## config.mk

```make
export PLATFORM = sky130hd
export DESIGN_NAME = baud_rate_gen
export DESIGN_NICKNAME = d
export VERILOG_FILES = /design/src/rtl/uart_pkg.sv /design/src/rtl/baud_div_chan.sv /design/src/rtl/baud_rate_gen.sv
export SDC_FILE = /design/constraint.sdc
export NUM_CORES = 1
export LEC_CHECK = 0
export ABC_AREA = 1
export BUFFER_PORTS_ARGS = -buffer_cell sky130_fd_sc_hd__buf_2
export CAP_MARGIN = 0
export CORE_MARGIN = 2
export CORE_UTILIZATION = 54
export DETAILED_ROUTE_END_ITERATION = 6
export PLACE_DENSITY_LB_ADDON = 0.15
export SYNTH_ARGS = -nofsm -noshare
export SYNTH_HDL_FRONTEND = slang
export SYNTH_SLANG_ARGS = --single-unit
export TNS_END_PERCENT = 20
```

## constraint.sdc

```tcl
create_clock -name clk -period 2.85 [get_ports clk]
set_clock_uncertainty 0.1 [all_clocks]
set_input_delay 0.1425 -clock clk [delete_from_list [all_inputs] [get_ports clk]]
set_output_delay 0.1425 -clock clk [all_outputs]
set_load 0.05 [all_outputs]
```

## src/rtl/uart_pkg.sv

```systemverilog
// uart_pkg: shared constants for the UART baud generator.
//   - CTRL register bit positions and reset value
//   - cfg_addr register-select encodings
//   - default reset divisor (50 MHz clock, 9600 bps, 16x oversample)
package uart_pkg;

  localparam int CTRL_TX_EN = 0;
  localparam int CTRL_RX_EN = 1;
  localparam logic [1:0] CTRL_RESET = 2'b11;

  localparam int DEFAULT_RESET_DIV = 326;

  typedef enum logic [1:0] {
    ADDR_DB_LO = 2'd0,
    ADDR_DB_HI = 2'd1,
    ADDR_FRAC  = 2'd2,
    ADDR_CTRL  = 2'd3
  } cfg_addr_e;

endpackage

```

## src/rtl/baud_div_chan.sv

```systemverilog
// baud_div_chan: one fractional tick divider channel with optional postscaler.
//   clk, rst_n : clock, asynchronous active-low reset
//   en         : channel enable; low holds the channel in its load state
//   sync       : phase restart; reloads the counter and clears the fraction
//   div        : active integer divisor (period is div+1 cycles)
//   frac       : active fractional divisor (extra cycle on frac of 2^FRAC_BITS ticks)
//   tick       : registered one-cycle pulse every POST oversample periods
module baud_div_chan #(
  parameter int DIV_WIDTH = 16,
  parameter int FRAC_BITS = 4,
  parameter int POST      = 1,
  parameter int RESET_DIV = 326,
  localparam int FW       = (FRAC_BITS > 0) ? FRAC_BITS : 1
) (
  input  logic                 clk,
  input  logic                 rst_n,
  input  logic                 en,
  input  logic                 sync,
  input  logic [DIV_WIDTH-1:0] div,
  input  logic [FW-1:0]        frac,
  output logic                 tick
);

  // One extra bit so div + stretch cannot overflow at the maximum divisor.
  localparam int CW = DIV_WIDTH + 1;

  logic [CW-1:0] cnt;
  logic [CW-1:0] reload;
  logic          load;
  logic          os_tick;
  logic          stretch;

  assign load    = !en || sync;
  assign os_tick = !load && (cnt == '0);
  // The fraction accumulated at this tick decides the length of the next period.
  assign reload  = {1'b0, div} + CW'(stretch);

  // NOTE: state registers use non-blocking assignments so every flop samples
  // the pre-edge values of its neighbours, independent of statement order.
  always_ff @(posedge clk or negedge rst_n) begin
    if (!rst_n) begin
      cnt <= CW'(RESET_DIV);
    end else if (load) begin
      cnt <= {1'b0, div};
    end else if (cnt == '0) begin
      cnt <= reload;
    end else begin
      cnt <= cnt - 1'b1;
    end
  end

  generate
    if (FRAC_BITS > 0) begin : g_frac
      logic [FRAC_BITS-1:0] acc;
      logic [FRAC_BITS:0]   sum;

      assign sum     = {1'b0, acc} + {1'b0, frac};
      assign stretch = sum[FRAC_BITS];

      always_ff @(posedge clk or negedge rst_n) begin
        if (!rst_n) begin
          acc <= '0;
        end else if (load) begin
          acc <= '0;
        end else if (os_tick) begin
          acc <= sum[FRAC_BITS-1:0];
        end
      end
    end else begin : g_nofrac
      assign stretch = 1'b0;
    end
  endgenerate

  generate
    if (POST > 1) begin : g_post
      localparam int PS_W = $clog2(POST);
      logic [PS_W-1:0] ps;

      // POST is a power of two, so ps wraps to 0 naturally after POST-1.
      always_ff @(posedge clk or negedge rst_n) begin
        if (!rst_n) begin
          ps   <= '0;
          tick <= 1'b0;
        end else if (!en) begin
          ps   <= '0;
          tick <= 1'b0;
        end else begin
          tick <= os_tick && (ps == PS_W'(POST - 1));
          if (os_tick) ps <= ps + 1'b1;
        end
      end
    end else begin : g_direct
      always_ff @(posedge clk or negedge rst_n) begin
        if (!rst_n) tick <= 1'b0;
        else        tick <= os_tick;
      end
    end
  endgenerate

endmodule

```

## src/rtl/baud_rate_gen.sv

```systemverilog
// baud_rate_gen: two-channel UART baud tick generator with fractional divisor.
//   clk, rst_n : clock, asynchronous active-low reset
//   cfg_we     : single-cycle register write strobe
//   cfg_addr   : register select (DB_LO, DB_HI, FRAC, CTRL)
//   cfg_wdata  : register write data
//   cfg_rdata  : combinational read of the selected register; DB_LO/DB_HI
//                return the active divisor, not the shadow byte
//   rx_resync  : restart RX phase (start-bit detected)
//   rx_tick    : oversample-rate pulse for the receiver
//   tx_tick    : bit-rate pulse for the transmitter
module baud_rate_gen
  import uart_pkg::*;
#(
  parameter int DIV_WIDTH  = 16,
  parameter int FRAC_BITS  = 4,
  parameter int OVERSAMPLE = 16,
  parameter int RESET_DIV  = DEFAULT_RESET_DIV
) (
  input  logic       clk,
  input  logic       rst_n,
  input  logic       cfg_we,
  input  logic [1:0] cfg_addr,
  input  logic [7:0] cfg_wdata,
  output logic [7:0] cfg_rdata,
  input  logic       rx_resync,
  output logic       rx_tick,
  output logic       tx_tick
);

  localparam int FW = (FRAC_BITS > 0) ? FRAC_BITS : 1;

  logic [DIV_WIDTH-1:0] div_q;
  logic [7:0]           shadow;
  logic [FW-1:0]        frac_q;
  logic [1:0]           ctrl;
  logic [15:0]          commit_val;
  logic [15:0]          div_ext;

  // The high-byte write carries the whole divisor in one edge, so the
  // channels never see a half-updated value.
  assign commit_val = {cfg_wdata, shadow};
  assign div_ext    = 16'(div_q);

  always_ff @(posedge clk or negedge rst_n) begin
    if (!rst_n) begin
      div_q  <= DIV_WIDTH'(RESET_DIV);
      shadow <= '0;
      frac_q <= '0;
      ctrl   <= CTRL_RESET;
    end else if (cfg_we) begin
      case (cfg_addr_e'(cfg_addr))
        ADDR_DB_LO: shadow <= cfg_wdata;
        ADDR_DB_HI: div_q  <= commit_val[DIV_WIDTH-1:0];
        ADDR_FRAC:  if (FRAC_BITS > 0) frac_q <= cfg_wdata[FW-1:0];
        ADDR_CTRL:  ctrl   <= cfg_wdata[1:0];
      endcase
    end
  end

  // NOTE: the default assignment first keeps this block purely combinational;
  // without it any unlisted path would hold the old value and infer a latch.
  always_comb begin
    cfg_rdata = '0;
    case (cfg_addr_e'(cfg_addr))
      ADDR_DB_LO: cfg_rdata = div_ext[7:0];
      ADDR_DB_HI: cfg_rdata = div_ext[15:8];
      ADDR_FRAC:  cfg_rdata = 8'(frac_q);
      ADDR_CTRL:  cfg_rdata = {6'b0, ctrl};
    endcase
  end

  baud_div_chan #(
    .DIV_WIDTH (DIV_WIDTH),
    .FRAC_BITS (FRAC_BITS),
    .POST      (1),
    .RESET_DIV (RESET_DIV)
  ) u_rx (
    .clk   (clk),
    .rst_n (rst_n),
    .en    (ctrl[CTRL_RX_EN]),
    .sync  (rx_resync),
    .div   (div_q),
    .frac  (frac_q),
    .tick  (rx_tick)
  );

  // The transmitter never resynchronises; its phase only restarts on enable.
  baud_div_chan #(
    .DIV_WIDTH (DIV_WIDTH),
    .FRAC_BITS (FRAC_BITS),
    .POST      (OVERSAMPLE),
    .RESET_DIV (RESET_DIV)
  ) u_tx (
    .clk   (clk),
    .rst_n (rst_n),
    .en    (ctrl[CTRL_TX_EN]),
    .sync  (1'b0),
    .div   (div_q),
    .frac  (frac_q),
    .tick  (tx_tick)
  );

endmodule

```

-- Word-level counts from Yosys, hierarchy flattened
Cells that the tools add are included.
- add/sub/neg operators: 7
- eq/ne operators: 5
- muxes and demuxes: 12
- reductions and logical operators: 14
- operators by type and width (kind ; count):
    17-bit 2-to-1 mux ; 4
    16-bit by 1-bit adder with 17-bit output ; 2
    17-bit logical NOT ; 2
    17-bit by 1-bit subtractor with 17-bit output (second input constant) ; 2
    8-bit case mux with 4 select lines ; 1
    4-bit 2-to-1 mux ; 6
    4-bit by 4-bit adder with 5-bit output ; 2
    2-bit AND reduction ; 4
    4-bit by 1-bit adder with 4-bit output (second input constant) ; 1
    2-bit == test (second input constant) ; 2
    4-bit == test (second input constant) ; 1
    1-bit logical AND ; 3
    2-bit by 1-bit == test with 1-bit output (second input constant) ; 1
    1-bit logical NOT ; 2
    2-bit logical NOT ; 1
    2-bit by 1-bit != test with 1-bit output (second input constant) ; 1
    2-bit nonzero test ; 1
    1-bit logical OR ; 1
    1-bit 2-to-1 mux ; 1
- bits in registers: 78
- input port bits: 14
- output and inout port bits: 10
- logic and storage cells: 49

-- Logic depth before layout (Yosys ltp)
- depth after elaboration: 6
- mapped depth: 14
- mapped depth without buffers: 14

-- Modules after synthesis
From an unflattened synthesis, not the netlist that was laid out.
- cell total of the unflattened synthesis: 763
- area total of the unflattened synthesis: 5537.8 um^2
- modules (own cells, without submodules) (module ; times used ; cells an instance ; area each (um^2) ; sequential area each (um^2)):
    baud_div_chan (u_tx) ; 1 ; 296 ; 2110.8 ; 655.6
    baud_div_chan (u_rx) ; 1 ; 298 ; 1935.6 ; 555.5
    baud_rate_gen ; 1 ; 169 ; 1491.4 ; 758.2

-- Least setup slack after synthesis
No wires, ideal clock.
- path kind: register to register
- start point: register frac_q[0]
- end point: register u_tx.cnt[12]
- library setup time: 0.113 ns
- arrival time: 2.012 ns
- data required time: 2.637 ns
- setup slack: 0.626 ns
- cell stages (with the launch flop): 15
- buffers on the path: 0
- period minus slack after synthesis: 2.224 ns
- path through: dfrtp_1 > ha_1 > fa_1 > a21oi_1 > o21bai_1 > ha_1 > ha_1 > nand2_1 > nor2_1 > nand2_1 > o21ai_0 > nand2_1 > nand2_1 > nand2_1 > inv_1
- word-level cells in the longest chain between the ends: 4
- RTL lines (element ; RTL line ; source):
    from (decl) ; baud_rate_gen.sv:34 ; logic [FW-1:0] frac_q;
    from (signal assigned) ; baud_rate_gen.sv:54 ; ADDR_FRAC: if (FRAC_BITS > 0) frac_q <= cfg_wdata[FW-1:0];
    4-bit by 4-bit adder with 5-bit output ; baud_div_chan.sv:57 ; assign sum = {1'b0, acc} + {1'b0, frac};
    16-bit by 1-bit adder with 17-bit output ; baud_div_chan.sv:36 ; assign reload = {1'b0, div} + CW'(stretch);
    17-bit 2-to-1 mux ; baud_div_chan.sv:45 ; end else if (cnt == '0) begin
    17-bit 2-to-1 mux ; baud_div_chan.sv:43 ; end else if (load) begin
    to (signal assigned) ; baud_div_chan.sv:42 ; cnt <= CW'(RESET_DIV);
    to (signal assigned) ; baud_div_chan.sv:44 ; cnt <= {1'b0, div};
    to (signal assigned) ; baud_div_chan.sv:46 ; cnt <= reload;
    to (decl) ; baud_div_chan.sv:27 ; logic [CW-1:0] cnt;
Every way passes these cells.
A chain may end at the register's enable or synchronous reset.

-- Worst setup path after layout
- start point: register frac_q[0]
- end point: register u_rx.cnt[6]
- word-level cells in the longest chain between the ends: 4
- RTL lines (element ; RTL line):
    4-bit by 4-bit adder with 5-bit output ; baud_div_chan.sv:57
    16-bit by 1-bit adder with 17-bit output ; baud_div_chan.sv:36
    17-bit 2-to-1 mux ; baud_div_chan.sv:45
    17-bit 2-to-1 mux ; baud_div_chan.sv:43
    to (signal assigned) ; baud_div_chan.sv:42
    to (signal assigned) ; baud_div_chan.sv:44
    to (signal assigned) ; baud_div_chan.sv:46
    to (decl) ; baud_div_chan.sv:27
Every way passes these cells.

==> impl_metrics.csv <==
group,metric,value,unit
clock_tree,cts_made_buffers,9,
synthesis,synth.cell_area,0.00499,mm²
power,power.share.clock,0.238,
synthesis,ys_warn_count,0,
clock_tree,ctsHtreeMaxLevel,3,
synthesis,synth.area.mux_share,0.00652,
routing,drt_iter0_drc,317,
clock_tree,cts_root_buffer,"clkbuf_8",
layout,stdcell_count,829,
routing,drt.antenna.violating_nets,0,
layout,antennaDiodeCount,0,
clock_tree,cts_tree,"built",
timing,setup_ws,385,ps
placement,gp_congestion,0.945,
routing,viasPerCell,5.44,
critical_path,startpoint_type,"flop",
critical_path,end_kind,"flop",
timing,final-hold-violation-count,0,
power,switchingPower,1380,µW
layout,area_growth,9.13,%
power,internal_power,2050,µW
floorplanning,boundaryPins,24,
routing,first_pass_iters,5,
clock_tree,ctsResizeCount,0,
global_route,grt_max_degree,79,
synthesis,synth_nets,716,
timing,slew_violations,0,
synthesis,synth-xor-area-share,0.0632,
timing,tns,0,ps
timing,finalSetupViolations,0,
clock_tree,clk_latency,360,ps
global_route,grt_use_total,0.276,
layout,fillers,868,
floorplanning,dieArea,0.0100,mm²
clock_tree,cts_setup_buffers,0,
placement,dp.cells,804,
timing,worst_pin_slew,1010,ps
clock_tree,cts_buffer_depth,2,
synthesis,yosys.area_share.simple,0.319,
synthesis,avgSynthCellArea,7.31,µm²
critical_path,path_max_fanout,4,
min_path,hold_class,"in2reg",
placement,portBuffers,23,
synthesis,yosys_register_bits,78,
floorplanning,die_y,100,µm
run_status,outcome,"complete, no violations",
global_route,grt_antenna_before_repair,0,
global_route,grt_pass1_vias,4315,
placement,place_ws,427,ps
floorplanning,core,0.00911,mm²
timing,rsz0062_at_grt,"false",
floorplanning,rows,35,
power,comb_power_share,0.290,
power,power_density,630,mW/mm²
synthesis,synth_top_area_share,0.321,
synthesis,synthAdderAreaFrac,0.0506,
layout,layout-drive-gt1-share,0.113,
clock_tree,clock_sinks,78,
clock_tree,ctsHoldBuffers,9,
timing,fmax,406,MHz
synthesis,synth_cell_type_count,37,
critical_path,required,3040,ps
flow_run,drv_cap,0,
routing,vias,4511,
routing,wl_per_cell,15.7,µm
routing,drc,0,
synthesis,synth-compound-area-share,0.0892,
global_route,overflow,0,
critical_path,cp.arrival,2650,ps
synthesis,synth_top_area_cell,"dfrtp_1",
power,swShare,0.402,
synthesis,ys_top_cells_by_area,"dfrtp_1 (32%), nand2_1 (16%), dfstp_2 (7.4%), nor2_1 (6.5%), inv_1 (5.5%)",
placement,place_hpwl,9.74,mm
global_route,grt_pass1_wl,21.5,mm
floorplanning,initial_core_util,0.548,
layout,fin_nets,746,
power,pwr-share-seq,0.472,
synthesis,synth_top_family_by_area,"simple AND/OR/NAND/NOR gates",
critical_path,worstSetupPathType,"reg2reg",
timing,slew_headroom,0.328,
routing,drt-total-wl,13.0,mm
synthesis,ys_seq_area_frac,0.395,
timing,min_period,2460,ps
power,leakagePower,0.00269,µW
timing,fin_crit_sh,0.865,
synthesis,syn_inst,683,
power,max-vdd-ir-drop,0.000344,V
clock_tree,path_clk_slew,90,ps
floorplanning,die_w,100,µm
==> synthesized netlist by cell type (all sizes together) <==
library cell,count
a21oi,16
buf,11
clkbuf,4
dfrtp,64
dfstp,14
fa,2
ha,17
inv,77
mux2,2
mux2i,1
nand2,212
nand3,43
nand3b,1
nand4,10
nor2,98
nor3,8
nor3b,1
o2111ai,2
o211ai,4
o21ai,48
o21bai,1
o221ai,1
o22ai,8
o31ai,1
or2,1
xnor2,14
xor2,22
==> worst max-delay path, cell delays in order, from the launching register on <==
cell and delay (ps):
dfrtp_1 430, ha_1 270, fa_1 430, nand3_1 100, nand2_1 60, ha_1 210
ha_1 230, nand2_1 140, nor2_1 70, xor2_1 140, nand2_1 60, o21ai_0 70
inv_1 60
==> area by class of cell <==
cell class	count	area, µm²	area share
multi-input combinational	513	2640	0.484
timing repair buffer	34	223	0.0409
inverter	77	289	0.0531
sequential	78	1970	0.362
clock buffer	10	138	0.0253
clock inverter	6	52.6	0.00965
tap	111	139	0.0255
==> per-layer routing <==
layer / GRT usage / part of all wire
met1: 0.389 / 0.46
met2: 0.427 / 0.46
met3: 0.0467 / 0.056
met4: 0.105 / 0.028
met5: 0 / 0
==> power groups by stage <==
stage | combinational (µW) | clock (µW) | sequential (µW)
floorplan | 794 | 0 | 1520
global placement | 963 | 0 | 1630
detailed placement | 977 | 0 | 1630
CTS | 994 | 834 | 1610
global route | 1130 | 877 | 1650
finish | 994 | 817 | 1620
==> placed cells by master, fill, tap and decap left out, types with 3 or more instances in the layout <==
master         Yosys  final
nand4_1           10     10
xnor2_1           14     14
o211ai_1           4      4
nor2_1            86     86
nand2_1          207    207
nor3_1             8      8
nand3_1           42     42
clkbuf_8           0     10
dfrtp_1           64     64
buf_2              7     22
nor2_2             7      7
a21oi_1           16     16
ha_1              17     17
nor2_4             5      5
o21ai_0           41     41
dfstp_2           14     14
o22ai_1            8      8
buf_4              0      3
o21ai_1            6      6
nand2_4            3      3
xor2_1            22     22
inv_1             73     73
dlygate4sd3_1      0      9
inv_2              4      4
==> state kept, by name, summed over array words and instances (netlist names) <==
| name | cells |
|---|---|
| frac_q | 4 |
| div_ext | 16 |
| u_tx.tick | 1 |
| shadow | 8 |
| u_tx.g_post.ps | 4 |
| u_tx.cnt | 17 |
| u_rx.g_frac.acc | 4 |
| u_rx.tick | 1 |
| ctrl | 2 |
| u_tx.g_frac.acc | 4 |
| u_rx.cnt | 17 |
==> per-stage QoR <==
| stage | util | power (µW) | hold WS (ps) | area, µm² |
|---|---|---|---|---|
| global placement | 0.567 | 2600 | 265 | 5170 |
| floorplan | - | 2310 | -253 | 4990 |
| CTS | 0.598 | 3440 | 16.9 | 5450 |
| detailed placement | 0.567 | 2610 | 279 | 5170 |
| global route | 0.598 | 3660 | 52.7 | 5450 |
| finish | 0.598 | 3430 | 25.9 | 5450 |
==> worst paths after layout <==
| path | start | endpoint | slack, ps | cells after the start |
|---|---|---|---|---|
| max in group asynchronous | rst_n | frac_q[2]$_DFFE_PN0P_ | 1610 | 2 |
| hold / removal | cfg_wdata[2] | shadow[2]$_DFFE_PN0P_ | 30 | 3 |
| setup reg to reg | frac_q[0]$_DFFE_PN0P_ | u_rx.cnt[6]$_DFF_PN1_ | 390 | 12 |
| hold reg to reg | shadow[0]$_DFFE_PN0P_ | shadow[0]$_DFFE_PN0P_ | 390 | 2 |
| min in group asynchronous | rst_n | u_tx.cnt[13]$_DFF_PN0_ | 390 | 2 |
| setup / recovery | frac_q[0]$_DFFE_PN0P_ | u_rx.cnt[6]$_DFF_PN1_ | 390 | 12 |
==> cell families after synthesis <==
group                    count (synthesis)
AND/OR/NAND/NOR                        374
buffers and inverters                   92
multiplexers                             3
adder cells (fa/ha/maj)                 19
XOR/XNOR                                36
AO/OA/AOI/OAI                           81
flip-flops                              78
Note: power is estimated with default switching activity, not from simulation.
